--- config.mk ---
export PLATFORM = sky130hd
export DESIGN_NAME = sp_ram_initiator
export DESIGN_NICKNAME = d
export VERILOG_FILES = /design/src/rtl/sp_ram_init_pkg.sv /design/src/rtl/sp_ram_rsp_buffer.sv /design/src/rtl/sp_ram_initiator.sv
export SDC_FILE = /design/constraint.sdc
export NUM_CORES = 1
export LEC_CHECK = 0
export CORE_UTILIZATION = 52
export DETAILED_ROUTE_END_ITERATION = 16
export PLACE_DENSITY_LB_ADDON = 0.15
export REMOVE_ABC_BUFFERS = 1
export SLEW_MARGIN = 5
export SYNTH_ARGS = -nofsm -noshare
export SYNTH_HDL_FRONTEND = slang
export SYNTH_SLANG_ARGS = --single-unit
--- constraint.sdc ---
create_clock -name clk -period 5.3 [get_ports clk]
set_input_delay 0.795 -clock clk [delete_from_list [all_inputs] [get_ports clk]]
set_output_delay 0.795 -clock clk [all_outputs]
set_load 0.05 [all_outputs]
--- src/rtl/sp_ram_init_pkg.sv ---
// Shared types and constants for the single-port RAM initiator.
package sp_ram_init_pkg;

  // Which requester owns the RAM port in the current cycle.
  typedef enum logic [1:0] {GNT_NONE, GNT_WR, GNT_RD} grant_e;

  // Cycles from driving ram_addr until the matching ram_dout can be sampled.
  localparam int RAM_RD_LATENCY = 2;

endpackage

--- src/rtl/sp_ram_rsp_buffer.sv ---
// Read-response FIFO: DEPTH entries, push from the tag pipe, valid/ready pop.
module sp_ram_rsp_buffer #(
  parameter int DATA_WIDTH = 8,
  parameter int DEPTH      = 4
) (
  input  logic                  clk,
  input  logic                  rst,
  input  logic                  push_valid,
  input  logic [DATA_WIDTH-1:0] push_data,
  output logic                  pop_valid,
  input  logic                  pop_ready,
  output logic [DATA_WIDTH-1:0] pop_data
);

  localparam int PW = (DEPTH > 1) ? $clog2(DEPTH) : 1;
  localparam int CW = $clog2(DEPTH + 1);

  logic [DATA_WIDTH-1:0] mem [DEPTH];
  logic [PW-1:0]         wr_ptr;
  logic [PW-1:0]         rd_ptr;
  logic [CW-1:0]         count;
  logic                  pop;
  logic                  full;

  // Pointer increment that wraps at DEPTH, so non-power-of-two depths work.
  function automatic logic [PW-1:0] ptr_inc(input logic [PW-1:0] p);
    return (p == PW'(DEPTH - 1)) ? '0 : p + 1'b1;
  endfunction

  assign pop       = pop_valid && pop_ready;
  assign pop_valid = (count != '0);
  assign full      = (count == CW'(DEPTH));
  assign pop_data  = mem[rd_ptr];

  // Storage write; entries are only ever read after being written.
  // NOTE: data storage has no reset -- the count/pointers define validity,
  // and leaving the array unreset lets it map onto plain register files.
  always_ff @(posedge clk) begin
    if (push_valid) mem[wr_ptr] <= push_data;
  end

  // Pointer and occupancy bookkeeping.
  // NOTE: sequential state uses non-blocking assignments so every register
  // samples pre-edge values regardless of statement or process order.
  always_ff @(posedge clk) begin
    if (rst) begin
      wr_ptr <= '0;
      rd_ptr <= '0;
      count  <= '0;
    end else begin
      if (push_valid) wr_ptr <= ptr_inc(wr_ptr);
      if (pop)        rd_ptr <= ptr_inc(rd_ptr);
      case ({push_valid, pop})
        2'b10:   count <= count + 1'b1;
        2'b01:   count <= count - 1'b1;
        default: count <= count;
      endcase
    end
  end

  // The credit scheme upstream guarantees a free slot for every push.
  assert property (@(posedge clk) disable iff (rst) !(push_valid && full))
    else $error("sp_ram_rsp_buffer: push while full");

endmodule

--- src/rtl/sp_ram_initiator.sv ---
// Per-bank port controller for one single_port_RAM (registered inputs,
// 2-cycle read). Arbitrates write/read requests onto the RAM port, tracks
// in-flight reads with a credit counter and returns data in issue order.
// Optional: SP_RAM_INIT_RR_ARB_EN selects round-robin on wr/rd conflicts;
// otherwise writes win every conflict.
module sp_ram_initiator
  import sp_ram_init_pkg::*;
#(
  parameter int DATA_WIDTH   = 8,
  parameter int RAM_DEPTH    = 256,
  parameter int LB_RAM_DEPTH = $clog2(RAM_DEPTH),
  parameter int RSP_DEPTH    = 4
) (
  input  logic                    clk,
  input  logic                    rst,
  input  logic                    wr_valid,
  output logic                    wr_ready,
  input  logic [LB_RAM_DEPTH-1:0] wr_addr,
  input  logic [DATA_WIDTH-1:0]   wr_data,
  input  logic                    rd_valid,
  output logic                    rd_ready,
  input  logic [LB_RAM_DEPTH-1:0] rd_addr,
  output logic                    rsp_valid,
  input  logic                    rsp_ready,
  output logic [DATA_WIDTH-1:0]   rsp_data,
  output logic [DATA_WIDTH-1:0]   ram_din,
  output logic [LB_RAM_DEPTH-1:0] ram_addr,
  output logic                    ram_wr_en,
  input  logic [DATA_WIDTH-1:0]   ram_dout
);

  localparam int CW = $clog2(RSP_DEPTH + 1);

  grant_e                      grant;
  grant_e                      ptr_q;
  grant_e                      ptr_d;
  logic                        rd_eligible;
  logic                        rd_req;
  logic                        rd_issue;
  logic                        rsp_pop;
  logic [CW-1:0]               credit_q;
  logic [RAM_RD_LATENCY-1:0]   tag_q;
  logic [LB_RAM_DEPTH-1:0]     addr_q;
  logic [DATA_WIDTH-1:0]       din_q;

  // A read may issue only if its response is guaranteed a buffer slot.
  assign rd_eligible = (credit_q < CW'(RSP_DEPTH));
  assign rd_req      = rd_valid && rd_eligible;
  assign wr_ready    = (grant == GNT_WR);
  assign rd_ready    = (grant == GNT_RD);
  assign rd_issue    = rd_ready;
  assign rsp_pop     = rsp_valid && rsp_ready;

  // Arbiter: pick at most one requester per cycle; nothing is granted in reset.
  // NOTE: every always_comb output gets a default first, so no path leaves
  // a variable unassigned and no latch is inferred.
  always_comb begin
    grant = GNT_NONE;
    ptr_d = ptr_q;
    if (!rst) begin
`ifdef SP_RAM_INIT_RR_ARB_EN
      if (wr_valid && rd_req) begin
        grant = ptr_q;
        ptr_d = (ptr_q == GNT_WR) ? GNT_RD : GNT_WR;
      end else if (wr_valid) begin
        grant = GNT_WR;
      end else if (rd_req) begin
        grant = GNT_RD;
      end
`else
      if (wr_valid) begin
        grant = GNT_WR;
      end else if (rd_req) begin
        grant = GNT_RD;
      end
`endif
    end
  end

  // Arbitration pointer register.
  always_ff @(posedge clk) begin
    if (rst) ptr_q <= GNT_WR;
    else     ptr_q <= ptr_d;
  end

  // RAM port drive: follows the grant, otherwise holds the last address/data.
  always_comb begin
    ram_wr_en = (grant == GNT_WR);
    ram_addr  = addr_q;
    ram_din   = din_q;
    case (grant)
      GNT_WR: begin
        ram_addr = wr_addr;
        ram_din  = wr_data;
      end
      GNT_RD:  ram_addr = rd_addr;
      default: ;
    endcase
    if (rst) begin
      ram_addr = '0;
      ram_din  = '0;
    end
  end

  // Remember the last driven address/data so idle cycles keep them stable.
  always_ff @(posedge clk) begin
    if (rst) begin
      addr_q <= '0;
      din_q  <= '0;
    end else begin
      addr_q <= ram_addr;
      din_q  <= ram_din;
    end
  end

  // Tag pipe: marks the cycle in which a read's ram_dout is valid.
  always_ff @(posedge clk) begin
    if (rst) tag_q <= '0;
    else     tag_q <= {tag_q[RAM_RD_LATENCY-2:0], rd_issue};
  end

  // Credit = reads in flight plus responses waiting in the buffer.
  always_ff @(posedge clk) begin
    if (rst) begin
      credit_q <= '0;
    end else begin
      case ({rd_issue, rsp_pop})
        2'b10:   credit_q <= credit_q + 1'b1;
        2'b01:   credit_q <= credit_q - 1'b1;
        default: credit_q <= credit_q;
      endcase
    end
  end

  sp_ram_rsp_buffer #(
    .DATA_WIDTH (DATA_WIDTH),
    .DEPTH      (RSP_DEPTH)
  ) u_rsp_buffer (
    .clk        (clk),
    .rst        (rst),
    .push_valid (tag_q[RAM_RD_LATENCY-1]),
    .push_data  (ram_dout),
    .pop_valid  (rsp_valid),
    .pop_ready  (rsp_ready),
    .pop_data   (rsp_data)
  );

endmodule

==> results.py <==
metrics = {
    "status": {
        "status": "finished, final reports clean",
    },
    "synthesis": {
        "synth_xor_area_frac": 0.0139,
        "yosysSeqAreaShare": 0.620,
        "synthCells": 191,
        "synth.area.mux_share": 0.115,
        "synth_top_family_by_area": "multiplexers",
        "synth_area_sq_um": 2520,
        "yosys.area_share.simple": 0.0929,
        "synth-compound-area-share": 0.0726,
        "yosys.cell_types.count": 29,
        "synth_warnings": 0,
        "synthAdderAreaFrac": 0.0507,
        "ys_ff_latch": 62,
        "synth_area_per_cell_sq_um": 13.2,
    },
    "worst_setup_path": {
        "worst_r2r_path_depth": 7,
        "reg2reg_to": "credit_q[2]",
        "cp.required_ns": 4.51,
        "worstSetupStartpointType": "input port",
        "arrival_ns": 3.19,
        "rrSetupSlack_ns": 2.83,
        "setup.worst_path.class": "input port to primary output",
        "critPathMaxFanout": 19,
        "r2r_start": "credit_q[2]",
        "cp-end-kind": "primary output",
    },
    "cts": {
        "cts_resized": 0,
        "post_cts_buffers": 0,
        "clockRootBuffer": "clkbuf_8",
        "cts_hold_buffers": 0,
        "cts.sinks": 62,
        "cts_buffer_depth": 2,
        "insertion_delay_ns": 0.33,
        "clkTransAtPathRegs_ns": 0.06,
        "cts_tree": "built",
        "cts-buffers-inserted": 9,
        "htree_num_levels": 3,
    },
    "placed_design": {
        "io_buffers": 64,
        "dp_hpwl_mm": 3.11,
        "dp_cells": 299,
        "dp_slack_ns": 1.36,
        "gp_congestion": 0.709,
    },
    "worst_hold_path": {
        "worstHoldStart": "tag_q[0]",
        "hold_class": "register to register",
        "hold_end": "tag_q[1]",
        "holdPathStages": 1,
    },
    "die": {
        "num_io_pins": 65,
        "die_x_microns": 71.6,
        "die_area_sq_um": 5120,
        "core-area_sq_um": 4500,
        "die_h_microns": 71.6,
        "start_util": 0.559,
        "row_count": 24,
    },
    "global_route": {
        "grt_max_degree": 46,
        "grt_usage": 0.196,
        "grt_pass1_wl_mm": 7.49,
        "grt_overflow": 0,
        "grt_pass1_vias": 1675,
        "antenna_found_initial": 0,
    },
    "sta": {
        "worstMarginPinSlew_ns": 0.591,
        "fmax_ghz": 0.251,
        "hold_viol_final": 0,
        "layout_setup_ws_ns": 1.31,
        "slew-limit-headroom": 0.604,
        "rsz0062_at_grt": "false",
        "fin_crit_ns": 3.99,
        "timing.setup.tns_ns": 0,
        "finalSetupViolCount": 0,
        "final_max_slew_viol_count": 0,
        "period_share": 0.752,
        "skew_ns": 0.00399,
    },
    "detailed_routing": {
        "first_pass_iters": 4,
        "antenna_left": 0,
        "drtIter0Drc": 71,
        "wl_mm": 4.53,
        "wl_per_cell_microns": 14.4,
        "num_vias": 1713,
        "drc": 0,
        "via_per_inst": 5.44,
    },
    "pwr": {
        "p_leak_nw": 1.22,
        "ir_worst_vdd_mv": 0.193,
        "powerDensity_nw_per_um2": 345,
    },
    "layout": {
        "num_antenna_cells": 0,
        "drive_above_1_share": 0.0951,
        "fill_cells": 314,
        "syn_to_final_growth_pct": 34.1,
        "layout.cells.non_filler": 315,
        "finalNetCount": 304,
    },
    "flow_run": {
        "maxCapViolCount": 0,
    },
}
==> power by group <==
part           switching [mW]  internal [mW]  total [mW]
Combinational           0.127         0.0991       0.226
Clock                   0.171          0.228       0.399
Sequential             0.0178          0.524       0.542
==> flip-flops by register name, summed over array words and instances (netlist names), named ones only <==
name / cells
u_rsp_buffer.wr_ptr: 2
tag_q: 2
din_q: 8
u_rsp_buffer.rd_ptr: 2
u_rsp_buffer.mem: 32
u_rsp_buffer.count: 3
addr_q: 8
credit_q: 3
==> through the flow <==
| step | power [mW] | hold WS [ns] | instance area, sq um | utilization |
|---|---|---|---|---|
| 6_report | 1.17 | 0.442 | 3380 | 0.750 |
| 5_1_grt | 1.21 | 0.461 | 3380 | 0.750 |
| 3_5_place_dp | 0.779 | 0.436 | 3190 | 0.707 |
| 4_1_cts | 1.17 | 0.451 | 3380 | 0.750 |
| 2_1_floorplan | 0.689 | 0.414 | 2460 | - |
| 3_3_place_gp | 0.774 | 0.418 | 3190 | 0.707 |
==> cells in the mapped netlist <==
cell type,number,share of area
edfxtp_1,32,0.38
dfxtp_1,30,0.24
nor2_1,25,0.037
a21oi_1,21,0.042
mux2i_1,11,0.044
a22oi_1,8,0.024
mux4_2,8,0.072
nand3_1,8,0.016
ha_1,7,0.035
inv_1,7,0.010
and2_1,4,0.0099
clkbuf_1,4,0.0060
or3_1,4,0.0099
buf_2,3,0.0060
xor2_1,3,0.010
fa_1,2,0.016
o21ai_0,2,0.0040
buf_1,1,0.0015
buf_4,1,0.0030
buf_6,1,0.0045
clkinv_1,1,0.0015
inv_2,1,0.0015
nand2_1,1,0.0015
nor2b_1,1,0.0025
nor3b_1,1,0.0030
nor4b_1,1,0.0035
nor4b_4,1,0.0094
o31ai_1,1,0.0030
xnor2_1,1,0.0035
==> cells by family after synthesis <==
kind of cell    Yosys count
flops                    62
simple gates             46
compound gates           32
buf+inv                  19
mux                      19
fa+ha+maj                 9
xor+xnor                  4
==> routing by layer <==
layer  track usage  wire, microns  vias to the layer above
li1              -              -                      825
met1         0.217           1880                      826
met2         0.328           2250                       58
met3        0.0999            385                        4
met4        0.0675             16                        0
met5             0              0                        -
==> cells in the final DEF, fill, tap and decap left out, drive strengths merged <==
cell            n
buf             2
mux2i          11
xnor2           1
nor3b           1
clkdlybuf4s50  64
dfxtp          30
or3             4
xor2            3
inv             8
clkinv          3
nand2           1
fa              2
o21ai           2
nor2           25
nor2b           1
nand3           8
bufinv          1
a21oi          21
mux4            8
ha              7
a22oi           8
edfxtp         32
o31ai           1
clkbuf         12
clkinvlp        1
nor4b           2
and2            4
==> cell type report <==
class                           instances  area, sq um  share of cell area
Tap cell                               52         65.1              0.0193
Sequential cell                        62         1560               0.462
Clock buffer                           12          145              0.0430
Clock inverter                          4         46.3              0.0137
Multi-Input combinational cell        110          870               0.258
Timing Repair Buffer                   66          656               0.194
Inverter                                9         33.8              0.0100
==> worst max-delay path by stage <==
stage / endpoint / depth (start not counted) / slack [ns] / startpoint
6_report: ram_addr[1] / 6 / 1.31 / wr_valid
4_1_cts: ram_addr[4] / 7 / 1.34 / wr_valid
3_5_place_dp: ram_addr[6] / 7 / 1.36 / wr_valid
5_1_grt: ram_addr[5] / 7 / 1.17 / wr_valid
3_3_place_gp: ram_addr[6] / 7 / 1.37 / wr_valid
2_1_floorplan: ram_addr[0] / 3 / 1.84 / rst
==> critical path: stages <==
cell             delay [ns]
clkdlybuf4s50_1        0.39
buf_4                  0.22
nor4b_4                0.54
a22oi_1                0.19
a21oi_1                0.21
clkdlybuf4s50_1        0.83
No activity file was read; power rests on OpenSTA's default activity.
==> variant 1 (same settings) <==
Add a define of `SP_RAM_INIT_RR_ARB_EN`.
--- a/src/rtl/sp_ram_initiator.sv
+++ b/src/rtl/sp_ram_initiator.sv
@@ -5,2 +5,4 @@
 // otherwise writes win every conflict.
+`define SP_RAM_INIT_RR_ARB_EN
+
 module sp_ram_initiator
Formal check against the unedited RTL: not equivalent (Yosys sat finds a counterexample within 4 cycles, from zero or initial values and one cycle with rst high).
==> variant 1 against the original RTL <==
Power up 5.1%; clock skew grew 0.0058 ns; cell area increased by 5.8%; core utilization down 1.3 points; non-clock buffer count stayed put; critical path type unchanged; global-route usage rose by 0.26 points; area after synthesis is 7.1% higher; routed wire length up 8.9%; setup slack worse by 0.21 ns; combinational power shrank 21%; sequential cell count rose by 2; via count rose by 2.7%.
==> variant 1: results (changes against the original RTL) <==
* Run status: finished, final reports clean
* Critical path launch point: rst
- Static leakage power: 1.31 nW (+7.2%)
- Delay contributed by the slowest stage of the critical path: 0.88 ns (+0.05 ns)
* Aggregate global-route resource usage: 19.9% (+0.26 points)
- Multiplexer fraction of the synthesized cell area: 10.4% (-1.1 points)
* Routability Congestion: 0.713 (+0.62%)
* Total placed instance area: 0.00333 mm^2 (+4.5%)
- Synth cell types: 32 (+10%)
* Critical path capture point: rd_ready
- The reg-to-reg setup timing slack was 2.77 ns (-0.06 ns).
- The worst ir drop on vdd came to 0.222 mV (+15%).
- Sorting the synthesized cells by how often they occur yields sky130_fd_sc_hd__dfxtp_1 (32), sky130_fd_sc_hd__edfxtp_1 (32), sky130_fd_sc_hd__nor2_1 (26), sky130_fd_sc_hd__nor3_1 (16), sky130_fd_sc_hd__inv_1 (13).
* FF-to-FF path depth: 11 (+4)
- Complex-gate fraction of the synthesized area: 6.40% (-0.85 points)
* Number of global-route vias before repair: 1666 (-0.54%)
* Detailed placement HPWL: 3.49 mm (+12%)
- Met1 layer usage reported by global route: 25.1% (+3.5 points)
- The worst slack at placement came to 1.11 ns (-0.252 ns).
* DR WL met2: 2.56 mm (+13%)
- Minimum clock period after layout: 4.19 ns (+0.207 ns)
- Post-synthesis share of cell area spent on xor and xnor gates: 1.30% (-0.092 points)
* Initial DRC count: 75 (+5.6%)
* Routed length on met3: 188 um (-51%)
- The worst setup skew after layout is 0.00975 ns (+0.00577 ns).
- Met3 Resource Use GR: 5.28% (-4.7 points)
- Data arrival time at the worst-slack endpoint: 3.40 ns (+0.21 ns)
- The total detailed-routing wirelength was 4.93 mm (+8.9%).
- Number of placed cells counting well taps: 332 (+11%)
- The met2 usage in global routing was 30.9% (-1.9 points).
- Via count: 1760 (+2.7%)
* Number of nets at the end of the flow: 324 (+6.6%)
- Routed metal-1 wire length: 2.08 mm (+11%)
- Share of cells above drive strength 1: 16.7% (+7.2 points)
variant 1: cell count changes after synthesis, moves of 2 or more:
cell                       unedited run  this run
sky130_fd_sc_hd__a21oi_1             21         7
sky130_fd_sc_hd__a221oi_1             0         6
sky130_fd_sc_hd__a221oi_2             0         2
sky130_fd_sc_hd__a22oi_1              8         0
sky130_fd_sc_hd__buf_2                3         6
sky130_fd_sc_hd__clkbuf_1             4         2
sky130_fd_sc_hd__dfxtp_1             30        32
sky130_fd_sc_hd__ha_1                 7         9
sky130_fd_sc_hd__inv_1                7        13
sky130_fd_sc_hd__nand3_1              8         0
sky130_fd_sc_hd__nor2b_1              1        12
sky130_fd_sc_hd__nor3_1               0        16
variant 1: report_power, final:
part           switching (mW)  total, mW  leakage [nW]  internal (mW)
Clock                   0.193      0.505         0.119          0.313
Sequential            0.00795      0.542         0.549          0.534
Combinational           0.103      0.179         0.642         0.0751
variant 1: layout make-up:
| type | count | area, um^2 |
|---|---|---|
| Sequential cell | 64 | 1600 |
| Clock inverter | 7 | 120 |
| Clock buffer | 9 | 124 |
| Multi-Input combinational cell | 122 | 978 |
| Timing Repair Buffer | 66 | 616 |
| Fill cell | 328 | 1280 |
| Tap cell | 67 | 83.8 |
| Inverter | 13 | 48.8 |
variant 1: how the worst min path moves through the flow:
stage	start	to	slack (ns)	cells after the start
floorplan	tag_q[0]	tag_q[1]	0.41	1
global placement	tag_q[0]	tag_q[1]	0.42	1
finish	tag_q[0]	tag_q[1]	0.45	1
detailed placement	tag_q[0]	tag_q[1]	0.43	1
CTS	tag_q[0]	tag_q[1]	0.45	1
global route	tag_q[0]	tag_q[1]	0.46	1
variant 1: worst max-delay path, delay by kind of cell:
family	cells	cell delay (ns)
adder cells (fa/ha/maj)	1	0.40
AND/OR/NAND/NOR	1	0.53
buffers and inverters	3	1.67
==> variant 2 (same settings) <==
Without the edit above. Re-encode `grant_e` (3 values) as one-hot, 3 bits wide.
--- a/src/rtl/sp_ram_init_pkg.sv
+++ b/src/rtl/sp_ram_init_pkg.sv
@@ -4,3 +4,3 @@
   // Which requester owns the RAM port in the current cycle.
-  typedef enum logic [1:0] {GNT_NONE, GNT_WR, GNT_RD} grant_e;
+  typedef enum logic [2:0] {GNT_NONE = 3'b001, GNT_WR = 3'b010, GNT_RD = 3'b100} grant_e;
 
Formal check against the unedited RTL: equivalent (equiv_simple and equiv_induct, registers matched by name and starting in step).
==> variant 2 against the original RTL <==
Synthesized cell count is 7.3% higher; area after synthesis is 5.9% higher; power increased by 4.8%; die area rose by 5.7%; sequential cell count unchanged; cell area grew 5.2%; largest cell class unchanged; routed wire length is 0.40% higher; combinational power is 9.7% higher; setup slack worse by 0.11 ns; global-route usage is 1.0 points lower.
==> variant 2: results (changes against the original RTL) <==
- Top cells by area, synth: sky130_fd_sc_hd__edfxtp_1 (36%), sky130_fd_sc_hd__dfxtp_1 (23%), sky130_fd_sc_hd__mux4_2 (6.8%), sky130_fd_sc_hd__mux2_4 (4.5%), sky130_fd_sc_hd__o21a_1 (4.5%)
* Min Hold Slack: 0.465 ns (+0.0232 ns)
* Global-route met2 utilization: 30.3% (-2.5 points)
- For hold timing, the worst endpoint is tag_q[1].
* Maximum vdd drop: 0.194 mV (+0.23%)
- The length of routed wiring on met1 came to 1.96 mm (+4.4%).
- The proportion of synthesized chip area in sequential cells is 58.6% (-3.4 points).
- The number of DRC markers in iteration 0 was 93 (+31%).
- The maximum number of pins on one net before global-route repair came to 34 (-26%).
- The flow ran to the end, and the final reports show no timing, DRC or antenna violations.
- The number of diodes added for antenna fixing came to 0 (unchanged).
- Top layer used by detailed routing: met4
- The remaining max-slew budget at the tightest pin came to 18.4% (-42 points).
* Register-to-Register Setup Slack: 3.22 ns (+0.39 ns)
* Fillcell total: 340 (+8.3%)
* Routability Congestion: 0.786 (+11%)
- Number of nets at the end of the flow: 317 (+4.3%)
* Synth cell types: 26 (-10%)
* Routed length on met3: 351 um (-8.8%)
* Via count: 1671 (-2.5%)
- The path depth of the worst reg2reg path came to 9 (+2).
* Synth-to-layout area growth: 33.3%
* Aggregate global-route resource usage: 18.6% (-1.0 points)
* Number of placed cells counting well taps: 327 (+9.4%)
- Static leakage power: 1.34 nW (+9.8%)
- The first-pass GRT wire length was 7.27 mm (-2.9%).
- The average detailed-routed wire length per instance came to 13.3 um (-7.8%).
- Total placed instance area: 0.00335 mm^2 (+5.1%)
- The met2 layer wire length in the routed design was 2.17 mm (-3.6%).
- Met1 layer usage reported by global route: 20.9% (-0.81 points)
- Average via count per standard cell: 4.87 (-10%)
* Largest clock skew in the final design: 0.00556 ns (+0.00157 ns)
* Top post-synthesis cells by count: sky130_fd_sc_hd__edfxtp_1 (32), sky130_fd_sc_hd__dfxtp_1 (30), sky130_fd_sc_hd__nor2_1 (25), sky130_fd_sc_hd__inv_1 (19), sky130_fd_sc_hd__o21a_1 (16)
- Met3 Resource Use GR: 6.86% (-3.1 points)
* Detailed placement HPWL: 3.17 mm (+1.9%)
- The share of layout cells above drive strength 1 is 12.7% (+3.2 points).
* Delay contributed by the slowest stage of the critical path: 1.28 ns (+0.45 ns)
- Data arrival time at the worst-slack endpoint: 3.30 ns (+0.11 ns)
* Number of cells on the worst hold path: 1 (unchanged)
- Syn_area_per_cell: 13.0 um^2 (-1.4%)
- The worst slack at placement is 1.22 ns (-0.148 ns).
- The maximum net fanout on the critical path is 33 (+14).
* Initial antenna violation count: 0 (unchanged)
==> variant 2: changes by cell type in the layout (fill, tap and decap cells not counted), moves of 7 or more <==
cell	unedited run	this run
sky130_fd_sc_hd__o21a_1	0	16
sky130_fd_sc_hd__a21oi_1	21	14
sky130_fd_sc_hd__a22oi_1	8	0
sky130_fd_sc_hd__nand3_1	8	0
sky130_fd_sc_hd__mux2_4	0	8
sky130_fd_sc_hd__inv_1	7	19
==> variant 2: area by class of cell <==
cell class / instances / area share (%)
Tap cell: 67 / 2.36
Timing Repair Buffer: 67 / 18.7
Clock inverter: 5 / 2.11
Clock buffer: 11 / 3.70
Multi-Input combinational cell: 112 / 27.2
Inverter: 19 / 2.01
Sequential cell: 62 / 43.9
==> variant 2: power by group <==
part	total (mW)	internal [mW]	switching, mW
combinational	0.248	0.113	0.135
clock	0.433	0.263	0.170
sequential	0.541	0.525	0.0165
==> variant 2: how the worst max path moves through the flow <==
| stage | startpoint | endpoint | slack, ns |
|---|---|---|---|
| finish | wr_valid | ram_din[2] | 1.21 |
| CTS | wr_valid | ram_din[2] | 1.21 |
| floorplan | rd_valid | credit_q[2] | 2.15 |
| global placement | wr_valid | ram_din[5] | 1.25 |
| global route | wr_valid | ram_din[2] | 0.96 |
| detailed placement | wr_valid | ram_din[2] | 1.22 |
==> variant 2: critical path: cells and delay by family <==
kind	cells	cell delay, ns
buf+inv	2	2.12
mux	1	0.22
simple gates	1	0.15
==> variant 2: logic make-up after synthesis <==
logic type,synth area share (%)
compound gates,7.98
xor+xnor,1.31
fa+ha+maj,4.79
buf+inv,5.12
flops,58.6
mux,15.0
simple gates,7.18
